$ cat src/rtl/cpu_pipe_pkg.sv
// cpu_pipe_pkg: shared types for the decode slot and interlock control.
package cpu_pipe_pkg;
  typedef enum logic {RUN, STALL} state_t;
  function automatic int addr_w(input int n);
    return (n > 2) ? $clog2(n) : 1;
  endfunction
  localparam int NUM_REGS = 32;
  localparam int AW = addr_w(NUM_REGS);
  typedef struct packed {
    logic [AW-1:0] rnum1;
    logic [AW-1:0] rnum2;
    logic [AW-1:0] wnum;
    logic use1;
    logic use2;
    logic we;
  } slot_t;
endpackage

$ cat src/rtl/register.sv
// register: plain loadable register with async active-low reset to zero.
module register #(
  parameter int W = 8
) (
  input  logic         clk,
  input  logic         rst,
  input  logic         load,
  input  logic [W-1:0] d,
  output logic [W-1:0] q
);
  logic [W-1:0] q_q, q_d;
  always_comb q_d = load ? d : q_q;
  always_ff @(posedge clk or negedge rst)
    if (!rst) q_q <= '0;
    else q_q <= q_d;
  assign q = q_q;
endmodule

$ cat src/rtl/stall_counter.sv
// stall_counter: bubble countdown with load, decrement, clear and zero flag.
module stall_counter #(
  parameter int STALL_CYCLES = 2,
  localparam int W = $clog2(STALL_CYCLES + 1)
) (
  input  logic clk,
  input  logic rst,
  input  logic clr,
  input  logic load,
  input  logic dec,
  output logic zero
);
  logic [W-1:0] cnt_q, cnt_d;
  always_comb
    cnt_d = clr ? '0 :
            load ? W'(STALL_CYCLES - 1) :
            (dec && cnt_q != '0) ? cnt_q - 1'b1 : cnt_q;
  always_ff @(posedge clk or negedge rst)
    if (!rst) cnt_q <= '0;
    else cnt_q <= cnt_d;
  assign zero = (cnt_q == '0);
endmodule

$ cat src/rtl/hazard_stall_ctrl.sv
// hazard_stall_ctrl: decode slot that holds an instruction and injects bubbles on RAW hazards.
module hazard_stall_ctrl
  import cpu_pipe_pkg::*;
#(
  parameter int WIDTH = NUM_REGS,
  parameter int STALL_CYCLES = 2,
  parameter int PERF_W = 16,
  localparam int ADDR_WIDTH = addr_w(WIDTH)
) (
  input  logic                  clk,
  input  logic                  rst,
  input  logic                  if_valid,
  output logic                  if_ready,
  input  logic [ADDR_WIDTH-1:0] if_rnum1,
  input  logic [ADDR_WIDTH-1:0] if_rnum2,
  input  logic [ADDR_WIDTH-1:0] if_wnum,
  input  logic                  if_use1,
  input  logic                  if_use2,
  input  logic                  if_we,
  input  logic                  flush,
  output logic [ADDR_WIDTH-1:0] hz_rnum1,
  output logic [ADDR_WIDTH-1:0] hz_rnum2,
  output logic [ADDR_WIDTH-1:0] hz_wnum,
  output logic                  hz_is_write_reg,
  output logic                  is_nop,
  input  logic                  is_full_rnum1,
  input  logic                  is_full_rnum2,
  output logic                  ex_valid,
  output logic [ADDR_WIDTH-1:0] ex_rnum1,
  output logic [ADDR_WIDTH-1:0] ex_rnum2,
  output logic [ADDR_WIDTH-1:0] ex_wnum,
  output logic                  ex_we,
  output logic [PERF_W-1:0]     stall_count
);
  localparam int EXW = 3 * ADDR_WIDTH + 2;
  state_t state_q, state_d;
  logic slot_v_q, slot_v_d;
  slot_t slot_q, slot_d;
  logic [PERF_W-1:0] stall_count_q, stall_count_d;
  logic [EXW-1:0] ex_q, ex_d;
  logic in_run, hazard, issue, bump, cnt_zero;
  always_comb begin
    in_run = (state_q == RUN);
    hazard = slot_v_q & ((slot_q.use1 & is_full_rnum1) | (slot_q.use2 & is_full_rnum2));
    issue = !flush & (in_run ? slot_v_q & !hazard : cnt_zero);
    bump = !flush & (in_run ? hazard : !cnt_zero);
    if_ready = flush | (in_run ? !hazard : cnt_zero);
    is_nop = !issue;
    state_d = (flush || (!in_run && cnt_zero)) ? RUN : (in_run && hazard) ? STALL : state_q;
    slot_v_d = flush ? 1'b0 : if_ready ? if_valid : slot_v_q;
    slot_d = (!flush && if_ready && if_valid) ?
             slot_t'{rnum1: if_rnum1, rnum2: if_rnum2, wnum: if_wnum,
                     use1: if_use1, use2: if_use2, we: if_we} : slot_q;
    stall_count_d = (bump && !(&stall_count_q)) ? stall_count_q + 1'b1 : stall_count_q;
    ex_d = {issue, issue ? {slot_q.rnum1, slot_q.rnum2, slot_q.wnum, slot_q.we} : ex_q[EXW-2:0]};
  end
  always_ff @(posedge clk or negedge rst)
    if (!rst) begin
      state_q <= RUN;
      slot_v_q <= 1'b0;
      slot_q <= '0;
      stall_count_q <= '0;
    end else begin
      state_q <= state_d;
      slot_v_q <= slot_v_d;
      slot_q <= slot_d;
      stall_count_q <= stall_count_d;
    end
  stall_counter #(.STALL_CYCLES(STALL_CYCLES)) u_cnt (
    .clk(clk),
    .rst(rst),
    .clr(flush),
    .load(!flush && in_run && hazard),
    .dec(!flush && !in_run && !cnt_zero),
    .zero(cnt_zero)
  );
  register #(.W(EXW)) u_ex (
    .clk(clk),
    .rst(rst),
    .load(1'b1),
    .d(ex_d),
    .q(ex_q)
  );
  assign {ex_valid, ex_rnum1, ex_rnum2, ex_wnum, ex_we} = ex_q;
  assign hz_rnum1 = slot_q.rnum1;
  assign hz_rnum2 = slot_q.rnum2;
  assign hz_wnum = slot_q.wnum;
  assign hz_is_write_reg = slot_q.we;
  assign stall_count = stall_count_q;
endmodule

$ cat config.mk
export PLATFORM = sky130hd
export DESIGN_NAME = hazard_stall_ctrl
export DESIGN_NICKNAME = d
export VERILOG_FILES = /design/src/rtl/cpu_pipe_pkg.sv /design/src/rtl/register.sv /design/src/rtl/stall_counter.sv /design/src/rtl/hazard_stall_ctrl.sv
export SDC_FILE = /design/constraint.sdc
export NUM_CORES = 1
export LEC_CHECK = 0
export ABC_AREA = 1
export BUFFER_PORTS_ARGS = -buffer_cell sky130_fd_sc_hd__clkbuf_2
export CORE_MARGIN = 2
export CORE_UTILIZATION = 52
export CTS_CLUSTER_DIAMETER = 30
export DETAILED_ROUTE_END_ITERATION = 16
export PLACE_DENSITY_LB_ADDON = 0.25
export REMOVE_ABC_BUFFERS = 1
export SLEW_MARGIN = 20
export SYNTH_ARGS = -nofsm -noshare
export SYNTH_HDL_FRONTEND = slang
export SYNTH_SLANG_ARGS = --single-unit
$ cat constraint.sdc
create_clock -name clk -period 1.75 [get_ports clk]
set_input_delay 0.35 -clock clk [delete_from_list [all_inputs] [get_ports clk]]
set_output_delay 0.35 -clock clk [all_outputs]
set_load 0.02 [all_outputs]
==> metrics.yaml <==
clk_latency_ns: 0.31
clockBufferDepth: 2
avgSynthCellArea_um2: 7.78
place_inst: 472
hold_viol_final: 0
seqPwrFrac_pct: 47.1
cts_tree: "done"
ir_worst_vdd_mv: 0.790
cp.arrival_ns: 1.37
finalSetupTns_ns: 0
gp_congestion: 0.812
grt_max_degree: 56
antennaDiodeCount: 0
netlist_area_um2: 2660
synth_largest_area_cell: "dfrtp_1"
synth_area_leaders: "dfrtp_1, nand2_1, buf_4"
cts_hold_buffers: 0
maxCapViolCount: 0
grt-ovfl-total: 0
cts.sinks: 55
final_core_utilization_pct: 64.1
dp_hpwl_um: 3870
drt_iter0_drc: 86
synthToLayoutAreaGrowth_pct: 20.8
final_area_um2: 3210
grt_pass1_wl_um: 9340
p_leak_nw: 1.79
stdcell_count: 483
slowest_stage: "dfrtp_1"
critPathMaxFanout: 3
largest_reg_flops: 17
netlist.area_leader.share_pct: 51.7
clk_pin_slew_ns: 0.09
cp-end-kind: "primary output"
viasPerCell: 4.64
synth_async_sr_flop_share_pct: 100
critPathKind: "flip-flop to primary output"
status: "finished, final reports clean"
switching_share_pct: 35.7
cts_made_buffers: 5
grt_use_total_pct: 21.6
crit_buf_inv: 3
die_x_um: 75.5
drt_wl_total_um: 5450
synthFlopType: "dfrtp_1"
initial_utilization_pct: 53.1
cellPowerDensity_nw_per_um2: 1140
critPathRequiredTime_ns: 1.40
root_buffer: "clkbuf_8"
fin_skew_ns: 0.00819
synth-edff-count: 0
rows: 26
drc: 0
synthTopCellsByCount: "nand2_1, dfrtp_1, buf_4"
finalSetupViolCount: 0
slew_headroom_pct: 65.6
ys_ff_latch: 55
vias: 2239
power.switching_mw: 1.31
netlist_instances: 342
crit_family: "flip-flops"
fmax_mhz: 583
min_path_type: "primary input to async pin"
internal-power_mw: 2.36
synth_most_common_cell: "nand2_1"
power_frac_comb_pct: 30.7
pwr-share-clk_pct: 22.2
grt_pass1_vias: 2093
worst_pin_slew_ns: 0.513
ioPinCount: 75
grt_antenna_before_repair: 0
ant_nets: 0
rsz0062_at_grt: "true"
yosys_warnings: 0
yosysSeqAreaShare_pct: 51.7
drv_slew: 0
io_buffers: 74
dr.pass1.iters: 4
final.period_utilization_pct: 98.1
die_h_um: 75.5
drive_gt1_share_pct: 26.4
h-tree-depth: 2
final_nets: 439
fp.coreArea_um2: 5010
slowest_delay_ns: 0.39
dieArea_um2: 5700
cp-start-kind: "flip-flop"
path_cells: "inv_2 -> ha_4 -> inv_4 -> o22ai_2 -> nand2_2 -> buf_8"
min_period_ns: 1.72
dpl-instance-area_um2: 3030
total_power_mw: 3.66
ys_types: 23
routedWlPerCell_um: 11.3
## worst paths after layout
kind	cells past startpoint	end	start	slack, ns
setup / recovery	6	is_nop	u_cnt.cnt_q[1]	0.03
hold / removal	2	stall_count[7]	rst	0.02
setup reg to reg	8	u_ex.q[9]	u_cnt.cnt_q[1]	0.11
hold reg to reg	2	u_ex.q[5]	u_ex.q[5]	0.49
max in group asynchronous	2	u_ex.q[7]	rst	1.48
min in group clk	3	hz_wnum[2]	if_wnum[2]	0.23
## metrics by stage
step / hold WS, ns / setup slack [ns]
global route: 0.0504 / -0.0382
floorplan: 0.0544 / -0.0583
detailed placement: 0.374 / 0.00436
CTS: 0.0284 / -0.0128
global placement: 0.377 / 0.0427
finish: 0.0246 / 0.0336
## cells by family (layout without fill, tap and decap cells)
kind of cell / count (synthesis) / count (layout) / synth area share [%]
compound gates: 7 / 7 / 1.51
fa+ha+maj: 2 / 2 / 0.941
xor+xnor: 7 / 7 / 2.30
simple gates: 231 / 231 / 35.0
buf+inv: 40 / 111 / 8.47
flops: 55 / 55 / 51.7
## repair_timing
| action | CTS | global route |
|---|---|---|
| setup buffers | 0 | 4 |
| gates resized for setup | 6 | 8 |
| setup endpoints to repair | 7 | 34 |
| pin swaps | 1 | 3 |
## layout make-up
| type | instances | area (um^2) |
|---|---|---|
| Clock inverter | 1 | 30.0 |
| Multi-Input combinational cell | 247 | 1080 |
| Tap cell | 70 | 87.6 |
| Inverter | 18 | 70.1 |
| Fill cell | 459 | 1800 |
| Timing Repair Buffer | 86 | 492 |
| Sequential cell | 55 | 1380 |
| Clock buffer | 6 | 72.6 |
## metal layers
metal / track usage (%) / up-vias / share of wire [%]
li1: - / 1171 / -
met1: 28.8 / 1010 / 45
met2: 35.6 / 52 / 49
met3: 4.89 / 6 / 5.2
met4: 6.43 / 0 / 1.2
met5: 0 / - / 0
## worst register-to-register path: cells and delay by family (launching register included)
kind            cells  cell delay, ns
simple gates        3            0.37
buf+inv             3            0.55
fa+ha+maj           1            0.16
flops               1            0.36
compound gates      1            0.08
## cells in the final DEF, fill, tap and decap left out, drive strengths merged
master / instances
nand2: 195
clkbuf: 79
bufinv: 1
a21oi: 1
buf: 13
xor2: 3
clkinv: 2
inv: 16
xnor2: 4
nor2: 19
o22ai: 1
nand3: 10
dfrtp: 55
ha: 2
o21ai: 5
nand4: 7
## power by group through the flow
stage	clock (mW)	sequential [mW]	combinational, mW
3_3_place_gp	0	1.74	1.07
2_1_floorplan	0	2.05	0.328
5_1_grt	0.876	1.77	1.26
3_5_place_dp	0	1.74	1.09
4_1_cts	0.836	1.73	1.10
6_report	0.812	1.73	1.12
Note: power is estimated with default switching activity, not from simulation.
